==> src/rtl/mark_counter_body.sv <==
`default_nettype none
// +------------------------------------------------------------------------+
// | mark_counter_body: body mark of the Golomb ruler search chain; finds    |
// | the next position whose distances to all upstream marks are new.       |
// | Revision: 1.0                                                           |
// +------------------------------------------------------------------------+
module mark_counter_body #(
   parameter int POS_W    = 8,
   parameter int NUM_PREV = 2,
   parameter int MAX_LEN  = 25
) (
   input  logic                      clock,
   input  logic                      reset,
   input  logic                      load,
   input  logic                      advance,
   input  logic [POS_W-1:0]          start_value,
   input  logic [NUM_PREV*POS_W-1:0] prev_marks,
   input  logic [MAX_LEN-1:0]        used_in,
   output logic [POS_W-1:0]          val,
   output logic [POS_W-1:0]          nextStartValue,
   output logic [MAX_LEN-1:0]        used_out,
   output logic                      ready,
   output logic                      exhausted
);

   typedef enum logic [1:0] {
      S_IDLE  = 2'd0,
      S_CHECK = 2'd1,
      S_FOUND = 2'd2,
      S_EXH   = 2'd3
   } state_t;

   localparam int               IDX_W      = (NUM_PREV > 1) ? $clog2(NUM_PREV) : 1;
   localparam logic [POS_W:0]   C_MAX_LEN  = (POS_W+1)'(MAX_LEN);
   localparam logic [IDX_W-1:0] C_LAST_IDX = IDX_W'(NUM_PREV-1);
   localparam logic [MAX_LEN-1:0] C_ONE    = MAX_LEN'(1);

   state_t                    state_q, state_d;
   logic [POS_W:0]            cand_q, cand_d;
   logic [IDX_W-1:0]          idx_q, idx_d;
   logic [MAX_LEN-1:0]        loc_q, loc_d;
   logic [NUM_PREV*POS_W-1:0] prev_q, prev_d;
   logic [MAX_LEN-1:0]        used_q, used_d;
   logic [POS_W-1:0]          val_q, val_d;
   logic [POS_W-1:0]          nsv_q, nsv_d;
   logic [MAX_LEN-1:0]        uo_q, uo_d;
   logic                      ready_q, ready_d;
   logic                      exh_q, exh_d;

   logic [POS_W-1:0]          w_mark;
   logic [POS_W-1:0]          w_cand_lo;
   logic [POS_W-1:0]          w_diff;
   logic [MAX_LEN-1:0]        w_dbit;
   logic                      w_fail;

   always_comb begin
      w_mark = '0;
      for (int k = 0; k < NUM_PREV; k++) begin
         if (idx_q == IDX_W'(k)) w_mark = prev_q[k*POS_W +: POS_W];
      end
   end

   // The c <= p test guards the subtraction; w_dbit is only meaningful when it passes.
   assign w_cand_lo = cand_q[POS_W-1:0];
   assign w_diff    = w_cand_lo - w_mark;
   assign w_dbit    = (w_diff == '0) ? '0 : (C_ONE << (w_diff - 1'b1));
   assign w_fail    = (cand_q <= {1'b0, w_mark}) || (|(w_dbit & (used_q | loc_q)));

   always_comb begin
      state_d = state_q;
      cand_d  = cand_q;
      idx_d   = idx_q;
      loc_d   = loc_q;
      prev_d  = prev_q;
      used_d  = used_q;
      val_d   = val_q;
      nsv_d   = nsv_q;
      uo_d    = uo_q;
      ready_d = ready_q;
      exh_d   = exh_q;
      if (load) begin
         prev_d  = prev_marks;
         used_d  = used_in;
         cand_d  = {1'b0, start_value};
         idx_d   = '0;
         loc_d   = '0;
         ready_d = 1'b0;
         exh_d   = 1'b0;
         nsv_d   = '0;
         uo_d    = '0;
         state_d = S_CHECK;
      end else begin
         case (state_q)
            S_CHECK: begin
               if (cand_q > C_MAX_LEN) begin
                  state_d = S_EXH;
                  exh_d   = 1'b1;
                  ready_d = 1'b0;
               end else if (w_fail) begin
                  cand_d = cand_q + 1'b1;
                  idx_d  = '0;
                  loc_d  = '0;
               end else if (idx_q != C_LAST_IDX) begin
                  loc_d = loc_q | w_dbit;
                  idx_d = idx_q + 1'b1;
               end else begin
                  state_d = S_FOUND;
                  val_d   = w_cand_lo;
                  nsv_d   = w_cand_lo + 1'b1;
                  uo_d    = used_q | loc_q | w_dbit;
                  ready_d = 1'b1;
               end
            end
            S_FOUND: begin
               if (advance) begin
                  state_d = S_CHECK;
                  cand_d  = {1'b0, val_q} + 1'b1;
                  idx_d   = '0;
                  loc_d   = '0;
                  ready_d = 1'b0;
                  nsv_d   = '0;
                  uo_d    = '0;
               end
            end
            default: ;
         endcase
      end
   end

   always_ff @(posedge clock) begin
      if (reset) begin
         state_q <= S_IDLE;
         cand_q  <= '0;
         idx_q   <= '0;
         loc_q   <= '0;
         prev_q  <= '0;
         used_q  <= '0;
         val_q   <= '0;
         nsv_q   <= '0;
         uo_q    <= '0;
         ready_q <= 1'b0;
         exh_q   <= 1'b0;
      end else begin
         state_q <= state_d;
         cand_q  <= cand_d;
         idx_q   <= idx_d;
         loc_q   <= loc_d;
         prev_q  <= prev_d;
         used_q  <= used_d;
         val_q   <= val_d;
         nsv_q   <= nsv_d;
         uo_q    <= uo_d;
         ready_q <= ready_d;
         exh_q   <= exh_d;
      end
   end

   assign val            = val_q;
   assign nextStartValue = nsv_q;
   assign used_out       = uo_q;
   assign ready          = ready_q;
   assign exhausted      = exh_q;

endmodule
`default_nettype wire

==> config.mk <==
export PLATFORM = sky130hd
export DESIGN_NAME = mark_counter_body
export DESIGN_NICKNAME = d
export VERILOG_FILES = /design/src/rtl/mark_counter_body.sv
export SDC_FILE = /design/constraint.sdc
export NUM_CORES = 1
export LEC_CHECK = 0
export CAP_MARGIN = 20
export CORE_MARGIN = 2
export CORE_UTILIZATION = 50
export CTS_BUF_LIST = sky130_fd_sc_hd__clkbuf_8 sky130_fd_sc_hd__clkbuf_16
export CTS_CLUSTER_SIZE = 30
export DETAILED_ROUTE_END_ITERATION = 10
export GPL_TIMING_DRIVEN = 0
export PLACE_DENSITY = 0.75
export SLEW_MARGIN = 20
export SYNTH_ARGS = -nofsm -noshare
export SYNTH_HDL_FRONTEND = slang
export SYNTH_SLANG_ARGS = --single-unit
export TNS_END_PERCENT = 5
==> constraint.sdc <==
create_clock -name clock -period 5.9 [get_ports clock]
set_clock_uncertainty 0.15 [all_clocks]
set_input_delay 0.59 -clock clock [delete_from_list [all_inputs] [get_ports clock]]
set_output_delay 0.59 -clock clock [all_outputs]
set_load 0.01 [all_outputs]
==> results of run 1 <==
-- worst max-delay path by stage --
| stage | end | cells past startpoint | slack (ns) | start |
|---|---|---|---|---|
| final | loc_q[18] | 16 | 0.32 | idx_q |
| after global routing | loc_q[0] | 16 | 0.02 | idx_q |
| after CTS | loc_q[24] | 15 | 0.17 | idx_q |
| after detailed placement | loc_q[24] | 15 | 0.15 | idx_q |
| after global placement | loc_q[8] | 15 | 0.24 | idx_q |
| after floorplan | val[0] | 16 | 1.21 | idx_q |
-- registers in the layout, indices dropped and copies added, names as in the netlist --
name and cells:
loc_q 25, used_out 25, used_q 25, prev_q 16, cand_q 9, nextStartValue 8
val 8, state_q 2, exhausted 1, idx_q 1, ready 1
-- cells by family after synthesis --
group / Yosys count
AO/OA/AOI/OAI: 179
buffers and inverters: 53
AND/OR/NAND/NOR: 284
multiplexers: 79
XOR/XNOR: 14
adder cells (fa/ha/maj): 13
flip-flops: 121
-- timing repair --
action                                  4_1_cts  5_1_grt
buffers inserted                              0        0
resized for setup                             0        1
endpoints found under the setup margin        0       24
-- power by group through the flow --
stage	Sequential (mW)	Combinational (mW)	Clock, mW
2_1_floorplan	0.879	0.457	0
3_3_place_gp	0.887	0.636	0
3_5_place_dp	0.888	0.648	0
4_1_cts	0.871	0.653	0.995
5_1_grt	0.874	0.720	1.03
6_report	0.871	0.661	0.989
-- worst max-delay path, stage by stage (launching register included) --
cell and delay [ns]:
sky130_fd_sc_hd__dfxtp_1 0.32, sky130_fd_sc_hd__clkbuf_1 0.52, sky130_fd_sc_hd__mux2_2 0.42, sky130_fd_sc_hd__ha_1 0.22, sky130_fd_sc_hd__fa_1 0.57, sky130_fd_sc_hd__ha_1 0.17, sky130_fd_sc_hd__clkbuf_1 0.34, sky130_fd_sc_hd__xnor2_2 0.27
sky130_fd_sc_hd__or3_1 0.38, sky130_fd_sc_hd__o311ai_1 0.09, sky130_fd_sc_hd__o221ai_1 0.21, sky130_fd_sc_hd__o2bb2ai_1 0.19, sky130_fd_sc_hd__o41a_4 0.43, sky130_fd_sc_hd__nor4_4 0.55, sky130_fd_sc_hd__buf_2 0.33, sky130_fd_sc_hd__nor3_1 0.10
sky130_fd_sc_hd__o21a_1 0.18
-- area by class of cell --
class,instances,area share [%]
multi-input combinational,569,46.6
sequential,121,29.6
timing repair buffer,94,11.5
clock buffer,20,5.70
tap,172,2.63
buffer,43,2.28
clock inverter,12,1.24
inverter,10,0.459
-- metrics by stage --
step	power, mW	util [%]	setup slack (ns)	instance area (um2)
floorplan	1.34	-	1.21	6450
global placement	1.52	60.3	0.237	7610
detailed placement	1.54	60.3	0.147	7610
CTS	2.52	64.8	0.168	8180
global route	2.62	64.8	0.0206	8180
finish	2.52	64.8	0.323	8180
-- placed cells by master, fill, tap and decap left out, types with 26 or more instances in the layout --
cell                                n
sky130_fd_sc_hd__o21ai_0           36
sky130_fd_sc_hd__nor3_1            38
sky130_fd_sc_hd__nand2_1           55
sky130_fd_sc_hd__mux2i_1           76
sky130_fd_sc_hd__dfxtp_1          121
sky130_fd_sc_hd__nor2_1           102
sky130_fd_sc_hd__a21oi_1           35
sky130_fd_sc_hd__clkdlybuf4s50_1   94
sky130_fd_sc_hd__clkbuf_1          26
sky130_fd_sc_hd__o21a_1            28
-- routing by layer --
layer	global-route usage, %	up-vias
met3	6.15	40
met2	48.1	236
met4	13.5	0
met1	31.9	2872
li1	-	2945
met5	0	-
==> summary.txt, run 1 <==
Outcome
  • Status: complete, no violations

Final layout
  • Fill cells: around 1100
  • Synthesis-to-finish area growth: 26.8%
  • Net total in the final layout: 922
  • Area occupied by registers: about 0.0024 mm2
  • Area taken by multi-input logic gates: around 0.0038 mm2
  • Share of final-layout standard cells stronger than drive strength 1: a little over 8%
  • Non-filler cells, final: roughly 1000
  • Number of inserted diodes: 0

Critical path
  • Worst R2R End: loc_q[18]
  • Required time of the critical path: 6.07 ns
  • R2R cell count: 16
  • Critical path startpoint category: flip-flop
  • Critical setup path kind: flip-flop to flip-flop
  • Capturing element type of the critical path: flip-flop
  • Critical path fanouts, max: 10
  • R2R setup slack: between 0.3 and 0.4 ns
  • Worst reg2reg path startpoint: idx_q
  • Critical Path AT: around 5.8 ns

Synthesis
  • Leading cell types by count after synthesis: sky130_fd_sc_hd__dfxtp_1 (121), sky130_fd_sc_hd__nor2_1 (102), sky130_fd_sc_hd__mux2i_1 (76)
  • Number of enable-type register cells in the synthesized netlist: 0
  • Cell taking the most area after synthesis: sky130_fd_sc_hd__dfxtp_1
  • Portion of netlist area occupied by mux cells: about 12%
  • Number of warnings printed during yosys synthesis: 0
  • Most used DFF post-synth: sky130_fd_sc_hd__dfxtp_1
  • Syn Inst Count: 743
  • Largest family of logic cells by synthesized area: simple AND/OR/NAND/NOR gates
  • Parity-gate share of the synthesized area counting xor and xnor cells: under 10%
  • Cell with the most instances after synthesis: sky130_fd_sc_hd__dfxtp_1
  • Synthesized-area fraction occupied by ao, oa, aoi and oai cells: between 15 and 20%
  • Adder-cell area share of the yosys netlist: between 2 and 3%
  • Async set or reset register ratio after synthesis: 0%
  • Cell area after technology mapping: roughly 0.0065 mm2
  • Avg Inst Size Synth: between 8 and 9 um2
  • Proportion of synthesized chip area in sequential cells: approximately 38%
  • Share of the synthesized area in the top cell type: between 30 and 40%
  • Area contributors post-synth: sky130_fd_sc_hd__dfxtp_1 (38%), sky130_fd_sc_hd__mux2i_1 (12%), sky130_fd_sc_hd__nor2_1 (5.9%)
  • Simple-gate share of the synthesized area: 21.5%
  • Number of synthesized register bits: 121
  • Nets in the synthesized netlist: ~810
  • Synth unique cells: 76

Placed design
  • Port Buf Inserts: between 90 and 100
  • Dpl cells: 1009
  • Estimated wirelength of the detail-placed design: between 10 and 15 mm
  • Gpl congestion: 0.925

Die
  • Initial core utilization: between 50% and 60%
  • Chip height: 118 um
  • Die Footprint: 0.0138 mm2
  • Cell row count: 41
  • Overall die width: about 120 um
  • I/O pin total: 96
  • Core box area: roughly 0.013 mm2

Hold path
  • Sink of the worst hold path: used_out[9]
  • Min-Delay Startpoint: used_out[9]
  • Worst hold path stage count: 2
  • Path class of the lowest-slack min-delay path: flip-flop to flip-flop

Route
  • Detailed-route wire length per cell: 18.1 um
  • Count of unresolved DRC violations after routing: 0
  • Average via count per standard cell: a little under 6
  • Post-route met1 wirelength: ~7.7 mm
  • Total length of routed wires: 18.8 mm
  • 1st-pass router iterations: 5
  • Length of routed met2 wiring: approximately 9.3 mm
  • Iteration-0 DRC Markers: ~390
  • Antenna viol nets, final: 0
  • Amount of wire on met3 after detailed routing: ~1.2 mm
  • Top layer reached by signal wires: met4
  • Overall via count from detail_route: 6093

Pwr
  • P_leak: 3.23 nW
  • Sequential share of power: about a third
  • Switching pwr: about 0.82 mW
  • Internal Power: roughly 1.7 mW
  • Max rail drop VDD: approximately 230 uV
  • Switching Share: ~33%
  • Clk pwr share: roughly two fifths
  • Comb pwr share: a little over a quarter
  • Power per cell area: between 300 and 400 mW/mm2

GRT
  • Wire length of the first global-routing pass: 30.6 mm
  • Global Route Usage Sum: 27.6%
  • Global-route congestion overflow total: 0
  • Antenna violations before repair: 0
  • Maximum number of pins on one net before global-route repair: 17
  • Via count of the first global-routing pass: between 6000 and 7000

Timing
  • Sum Neg Setup Slack: 0 ns
  • Count of endpoints failing hold in the final timing report: 0
  • Unrepaired setup endpoints after global routing: false
  • Max Fclk: 179 MHz
  • Max-slew headroom: roughly two fifths
  • Final cycle utilization of the critical path: ~95%
  • Worst Hold Margin: just over 0.3 ns
  • Worst Tran Pin Value: around 0.87 ns
  • Number of setup violations in the final report: 0
  • Min Clock Period, post-route: 5.58 ns
  • Final number of max-transition violations: 0

Job
  • Maxcap violations: 0

CTS
  • Number of CTS-inserted buffers: 17
  • CTS Buffer Depth: 2
  • Depth of the CTS H-tree: 4
  • Count of hold-fix buffers inserted at cts: 0
  • Root buf cell: sky130_fd_sc_hd__clkbuf_16
  • Clock sink count: around 120
  • Clock tree from TritonCTS: done
  • Clock latency at the later pin of the worst-skew pair: approximately 0.43 ns
  • Post-CTS clock slew at the launch and capture registers of the worst setup and hold paths: 0.06 ns
Note: power is estimated with default switching activity, not from simulation.
==> inputs of run 2 (changes only) <==
Settings changed: CELL_PAD_IN_SITES_DETAIL_PLACEMENT set to 1, CELL_PAD_IN_SITES_GLOBAL_PLACEMENT set to 1, CORE_UTILIZATION 50 to 41, PLACE_DENSITY 0.75 to not set, PLACE_DENSITY_LB_ADDON set to 0.1.
==> run 2 against run 1 <==
Final area up 0.34%. Sequential share of layout area down 0.099 points. Core utilization down 11 points. Sequential power about the same. Critical path type unchanged.
==> summary.txt, run 2 (synthesis gave the netlist of run 1 again) <==
Route
  • Average via count per standard cell: around 5.7
  • Antenna viol nets, final: 0
  • Overall via count from detail_route: approximately 6100
  • Iteration-0 DRC Markers: ~350
  • Total length of routed wires: between 20 and 25 mm
  • Detailed-route wire length per cell: 19.6 um
  • 1st-pass router iterations: 5
  • Count of unresolved DRC violations after routing: 0

Critical path
  • Critical setup path kind: flip-flop to flip-flop
  • Worst R2R End: loc_q[8]
  • Critical path fanouts, max: 10
  • Maximum single-stage delay on the critical path: 0.73 ns
  • Critical Path Slowest Stage Cell: sky130_fd_sc_hd__xnor2_1
  • R2R cell count: 15
  • Capturing element type of the critical path: flip-flop
  • Critical path startpoint category: flip-flop
  • Critical Path AT: between 5 and 6 ns
  • R2R setup slack: 0.43 ns
  • Required time of the critical path: approximately 6.1 ns
  • Critical path, cell by cell: clkbuf_2 > mux2_2 > ha_1 > fa_1 > ha_1 > clkbuf_1 > xnor2_1 > o311ai_0 > o311ai_0 > o2bb2ai_1 > o41a_4 > nor4_4 > buf_2 > nor3_1 > o21a_1
  • Worst reg2reg path startpoint: idx_q

CTS
  • Root buf cell: sky130_fd_sc_hd__clkbuf_16
  • Clock tree from TritonCTS: done
  • CTS Buffer Depth: 2
  • Clock latency at the later pin of the worst-skew pair: approximately 0.43 ns
  • Post-CTS clock slew at the launch and capture registers of the worst setup and hold paths: 0.05 ns
  • Number of CTS-inserted buffers: 17
  • Depth of the CTS H-tree: 4
  • Post-CTS repair timing setup buffer count: 0
  • Clock sink count: between 100 and 150

Placed design
  • Cell area after placement: between 0.007 and 0.008 mm2
  • Port Buf Inserts: 94
  • Dpl cells: approximately 1000
  • Estimated wirelength of the detail-placed design: around 16 mm
  • Gpl congestion: 0.901
  • Worst slack after detailed placement: between 0.15 and 0.2 ns

Timing
  • Worst Tran Pin Value: around 0.88 ns
  • Number of setup violations in the final report: 0
  • Max-slew headroom: 41.5%
  • Sum Neg Setup Slack: 0 ns
  • Final number of max-transition violations: 0
  • Setup ws final: approximately 0.43 ns
  • Unrepaired setup endpoints after global routing: false
  • Final cycle utilization of the critical path: between 90% and 100%
  • Max Fclk: about 180 MHz
  • Min Clock Period, post-route: around 5.5 ns
  • Count of endpoints failing hold in the final timing report: 0

Hold path
  • Worst hold path stage count: 2
  • Path class of the lowest-slack min-delay path: flip-flop to flip-flop
  • Sink of the worst hold path: used_out[17]
  • Min-Delay Startpoint: used_out[17]

GRT
  • Antenna violations before repair: 0
  • Global-route congestion overflow total: 0
  • Global Route Usage Sum: 26.3%
  • Wire length of the first global-routing pass: 34.3 mm
  • Via count of the first global-routing pass: approximately 6600
  • Maximum number of pins on one net before global-route repair: 17

Final layout
  • Most used cells in the layout excluding fill and tap cells: sky130_fd_sc_hd__dfxtp_1 (121), sky130_fd_sc_hd__nor2_1 (102), sky130_fd_sc_hd__clkdlybuf4s50_1 (94)
  • Final core occ: a little over half
  • Post-route cell area: roughly 0.0082 mm2
  • Net total in the final layout: roughly 920
  • Most frequent standard cell in the layout excluding fill and tap cells: sky130_fd_sc_hd__dfxtp_1
  • Share of final-layout standard cells stronger than drive strength 1: 7.95%
  • Fill cells: between 1500 and 2000
  • Number of inserted diodes: 0
  • Non-filler cells, final: between 1000 and 1500
  • Synthesis-to-finish area growth: 27.3%

Die
  • Die Footprint: 0.0168 mm2
  • Chip height: 129 um
  • Core box area: ~0.015 mm2
  • Overall die width: 129 um
  • Initial core utilization: 42.1%
  • I/O pin total: between 90 and 100
  • Cell row count: between 40 and 50

Outcome
  • Status: complete, no violations

Pwr
  • Power per cell area: 309 mW/mm2
  • Max rail drop VDD: 233 uV
  • P_leak: ~3.2 nW

Job
  • Maxcap violations: 0
[run 2: stage by stage]
step | total power [mW] | hold WS [ns]
2_1_floorplan | 1.34 | 0.291
3_3_place_gp | 1.53 | 0.297
3_5_place_dp | 1.55 | 0.305
4_1_cts | 2.54 | 0.316
5_1_grt | 2.64 | 0.330
6_report | 2.54 | 0.310
[run 2: metal layers]
layer | vias to the layer above | track usage [%] | share of wire (%)
met5 | - | 0 | 0
met4 | 0 | 10.7 | 2.9
met3 | 42 | 5.16 | 4.6
met2 | 175 | 46.9 | 50
met1 | 2986 | 30.9 | 43
li1 | 2942 | - | -
[run 2: layout make-up]
cell class                      count  area (um2)  share of cell area [%]
Inverter                           10        37.5                   0.457
Multi-Input combinational cell    569        3800                    46.3
Sequential cell                   121        2420                    29.5
Clock buffer                       18         439                    5.35
Timing Repair Buffer               94         941                    11.5
Buffer                             43         188                    2.29
Tap cell                          211         264                    3.22
Clock inverter                     13         114                    1.39
[run 2: what timing repair did]
item                       4_1_cts  5_1_grt
setup endpoints to repair        0       32
resized for setup                0        2
hold buffers                     0        0
[run 2: power breakdown]
part | leakage [nW] | total [mW] | switching, mW | internal, mW
Sequential | 0.986 | 0.872 | 0.0277 | 0.844
Clock | 0.288 | 0.994 | 0.377 | 0.618
Combinational | 1.96 | 0.671 | 0.427 | 0.244
[run 2: worst max-delay path: cells and delay by family (launching register included)]
kind | cells | cell delay [ns]
AO/OA/AOI/OAI | 5 | 1.30
XOR/XNOR | 1 | 0.73
adder cells (fa/ha/maj) | 3 | 0.96
buffers and inverters | 3 | 0.85
flip-flops | 1 | 0.32
multiplexers | 1 | 0.40
AND/OR/NAND/NOR | 2 | 0.63
[run 2: worst max-delay path by stage]
stage	start	endpoint	slack, ns	cells after the start
floorplan	idx_q	val[0]	1.21	16
global placement	idx_q	loc_q[0]	0.21	15
detailed placement	idx_q	loc_q[0]	0.19	15
CTS	idx_q	loc_q[8]	0.13	15
global route	idx_q	loc_q[8]	0.09	16
finish	idx_q	loc_q[8]	0.43	15
==> inputs of run 3 (changes only) <==
Settings changed: MAX_ROUTING_LAYER set to met4, PLACE_DENSITY set to 0.86, PLACE_DENSITY_LB_ADDON 0.1 to not set, TNS_END_PERCENT 5 to not set.
==> run 3 against run 2 <==
Global-route usage increased by 0.31 points. Non-clock buffer count unchanged. Sequential power about the same. Largest power group unchanged. First-iteration DRC count decreased by 1.7%. Sequential share of layout area is 0.36 points lower. Combinational power barely moved. Power is 6.1% higher. Core utilization up 0.66 points. Highest routed layer unchanged.
==> summary.txt, run 3 (synthesis gave the netlist of run 1 again) <==
Outcome
  • Status: complete, no violations

CTS
  • Root buf cell: sky130_fd_sc_hd__clkbuf_16
  • Depth of the CTS H-tree: 4
  • CTS Buffer Depth: 2
  • Number of CTS-inserted buffers: 17
  • Clock sink count: approximately 120
  • Post-CTS clock slew at the launch and capture registers of the worst setup and hold paths: ~0.060 ns
  • Post-CTS repair timing setup buffer count: 0
  • Clock tree from TritonCTS: done
  • Clock latency at the later pin of the worst-skew pair: roughly 0.43 ns
  • Count of hold-fix buffers inserted at cts: 0

Placed design
  • Dpl cells: approximately 1000
  • Port Buf Inserts: 94
  • Estimated wirelength of the detail-placed design: between 15 and 20 mm
  • Gpl congestion: about 0.90

GRT
  • Global-route congestion overflow total: 0
  • Wire length of the first global-routing pass: around 33 mm
  • Maximum number of pins on one net before global-route repair: 17
  • Via count of the first global-routing pass: 6388
  • Antenna violations before repair: 0
  • Global Route Usage Sum: 26.6%

Route
  • Antenna viol nets, final: 0
  • Overall via count from detail_route: between 6000 and 7000
  • Length of routed met2 wiring: 10.3 mm
  • Detailed-route wire length per cell: a little under 20 um
  • Average via count per standard cell: 5.73
  • Total length of routed wires: around 21 mm
  • Post-route met1 wirelength: roughly 8.9 mm
  • Top layer reached by signal wires: met4
  • Count of unresolved DRC violations after routing: 0
  • 1st-pass router iterations: 5
  • Amount of wire on met3 after detailed routing: roughly 1.0 mm
  • Iteration-0 DRC Markers: ~350

Final layout
  • Number of inserted diodes: 0
  • Most used cells in the layout excluding fill and tap cells: sky130_fd_sc_hd__dfxtp_1 (121), sky130_fd_sc_hd__nor2_1 (102), sky130_fd_sc_hd__clkdlybuf4s50_1 (94)
  • Most frequent standard cell in the layout excluding fill and tap cells: sky130_fd_sc_hd__dfxtp_1
  • Synthesis-to-finish area growth: 28.8%
  • Non-filler cells, final: 1080
  • Share of final-layout standard cells stronger than drive strength 1: a little over 8%
  • Net total in the final layout: approximately 920

Pwr
  • P_leak: approximately 3.3 nW
  • Clk pwr share: between 40% and 50%
  • Switching Share: 30.8%
  • Sequential share of power: roughly 32%
  • Switching pwr: approximately 0.83 mW
  • Max rail drop VDD: ~250 uV
  • Comb pwr share: 24.9%
  • Internal Power: approximately 1.9 mW
  • Power per cell area: roughly 320 mW/mm2

Timing
  • Final number of max-transition violations: 0
  • Final cycle utilization of the critical path: about nine tenths
  • Sum Neg Setup Slack: 0 ns
  • Max Fclk: roughly 190 MHz
  • Max-slew headroom: 38.7%
  • Min Clock Period, post-route: 5.38 ns
  • Number of setup violations in the final report: 0
  • Count of endpoints failing hold in the final timing report: 0
  • Unrepaired setup endpoints after global routing: false
  • Worst Tran Pin Value: 0.919 ns

Critical path
  • Maximum single-stage delay on the critical path: approximately 0.57 ns
  • Critical Path AT: ~5.6 ns
  • Critical path fanouts, max: 10
  • Cell class contributing the biggest share of worst-path delay: compound AO/OA/AOI/OAI gates
  • Critical path startpoint category: flip-flop
  • Critical setup path kind: flip-flop to flip-flop
  • Critical Path Slowest Stage Cell: sky130_fd_sc_hd__nor4_4
  • Critical path, cell by cell: clkbuf_2 > mux2_2 > ha_1 > fa_1 > ha_1 > clkbuf_1 > nand2_1 > o22ai_1 > o311ai_0 > o2bb2ai_1 > o41a_4 > nor4_4 > buf_2 > nor3_1 > o21a_1
  • Capturing element type of the critical path: flip-flop
  • Number of buffers and inverters on the critical path: 3
  • Most common cell type on the critical path: sky130_fd_sc_hd__ha_1
  • Required time of the critical path: roughly 6.1 ns

Job
  • Maxcap violations: 0

Die
  • Initial core utilization: 42.1%
  • I/O pin total: 96
  • Core box area: 0.0153 mm2
  • Chip height: 129 um
  • Overall die width: between 100 and 150 um
  • Die Footprint: approximately 0.017 mm2
  • Cell row count: 45

Hold path
  • Path class of the lowest-slack min-delay path: flip-flop to flip-flop
## run 3: cell count changes in the layout (fill, tap and decap cells not counted)
| cell | before | now |
|---|---|---|
| sky130_fd_sc_hd__clkinvlp_4 | 1 | 0 |
| sky130_fd_sc_hd__xnor2_1 | 6 | 5 |
| sky130_fd_sc_hd__xnor2_2 | 1 | 2 |
| sky130_fd_sc_hd__inv_1 | 13 | 14 |
| sky130_fd_sc_hd__bufinv_16 | 2 | 5 |
| sky130_fd_sc_hd__clkbuf_8 | 1 | 3 |
| sky130_fd_sc_hd__clkinv_2 | 7 | 3 |
## run 3: path summary, 6_finish.rpt
path                     start      endpoint  slack, ns  cells after the start
setup / recovery         idx_q      loc_q[8]       0.52                     15
hold / removal    used_out[19]  used_out[19]       0.31                      2
setup reg to reg         idx_q      loc_q[8]       0.52                     15
hold reg to reg   used_out[19]  used_out[19]       0.31                      2
## run 3: cell type report
cell class	count	area, um2
Inverter	10	37.5
Clock inverter	12	180
Fill cell	1827	7000
Clock buffer	20	467
Sequential cell	121	2420
Tap cell	211	264
Multi-Input combinational cell	569	3810
Timing Repair Buffer	94	941
Buffer	43	188
## run 3: what timing repair did
action / CTS / global route
endpoints found under the hold margin: 0 / 0
setup endpoints to repair: 0 / 45
gates resized for setup: 0 / 3
## run 3: layer usage
metal  up-vias  track usage [%]
met1      3006             31.2
li1       2941                -
met5         -                -
met4         0             11.4
met2       195             44.4
met3        47             5.37
## run 3: worst min-delay path: stages, from the launching register on
cell and delay, ns:
sky130_fd_sc_hd__dfxtp_1 0.30, sky130_fd_sc_hd__nand2_1 0.05, sky130_fd_sc_hd__mux2i_1 0.05
## run 3: stage by stage
stage,hold WS (ns),worst slack [ns],instance area [um2],power [mW],util [%]
after floorplan,0.291,1.21,6450,1.34,-
final,0.308,0.521,8310,2.69,54.3
after global placement,0.297,0.146,7660,1.52,50.0
after CTS,0.313,0.102,8300,2.68,54.2
after global routing,0.327,0.235,8310,2.79,54.3
after detailed placement,0.304,0.118,7660,1.54,50.0
## run 3: power groups by stage
stage	Clock, mW	Combinational, mW	Sequential (mW)
after floorplan	0	0.457	0.879
after global placement	0	0.638	0.886
after detailed placement	0	0.652	0.887
after CTS	1.15	0.659	0.871
after global routing	1.19	0.726	0.874
final	1.15	0.671	0.871
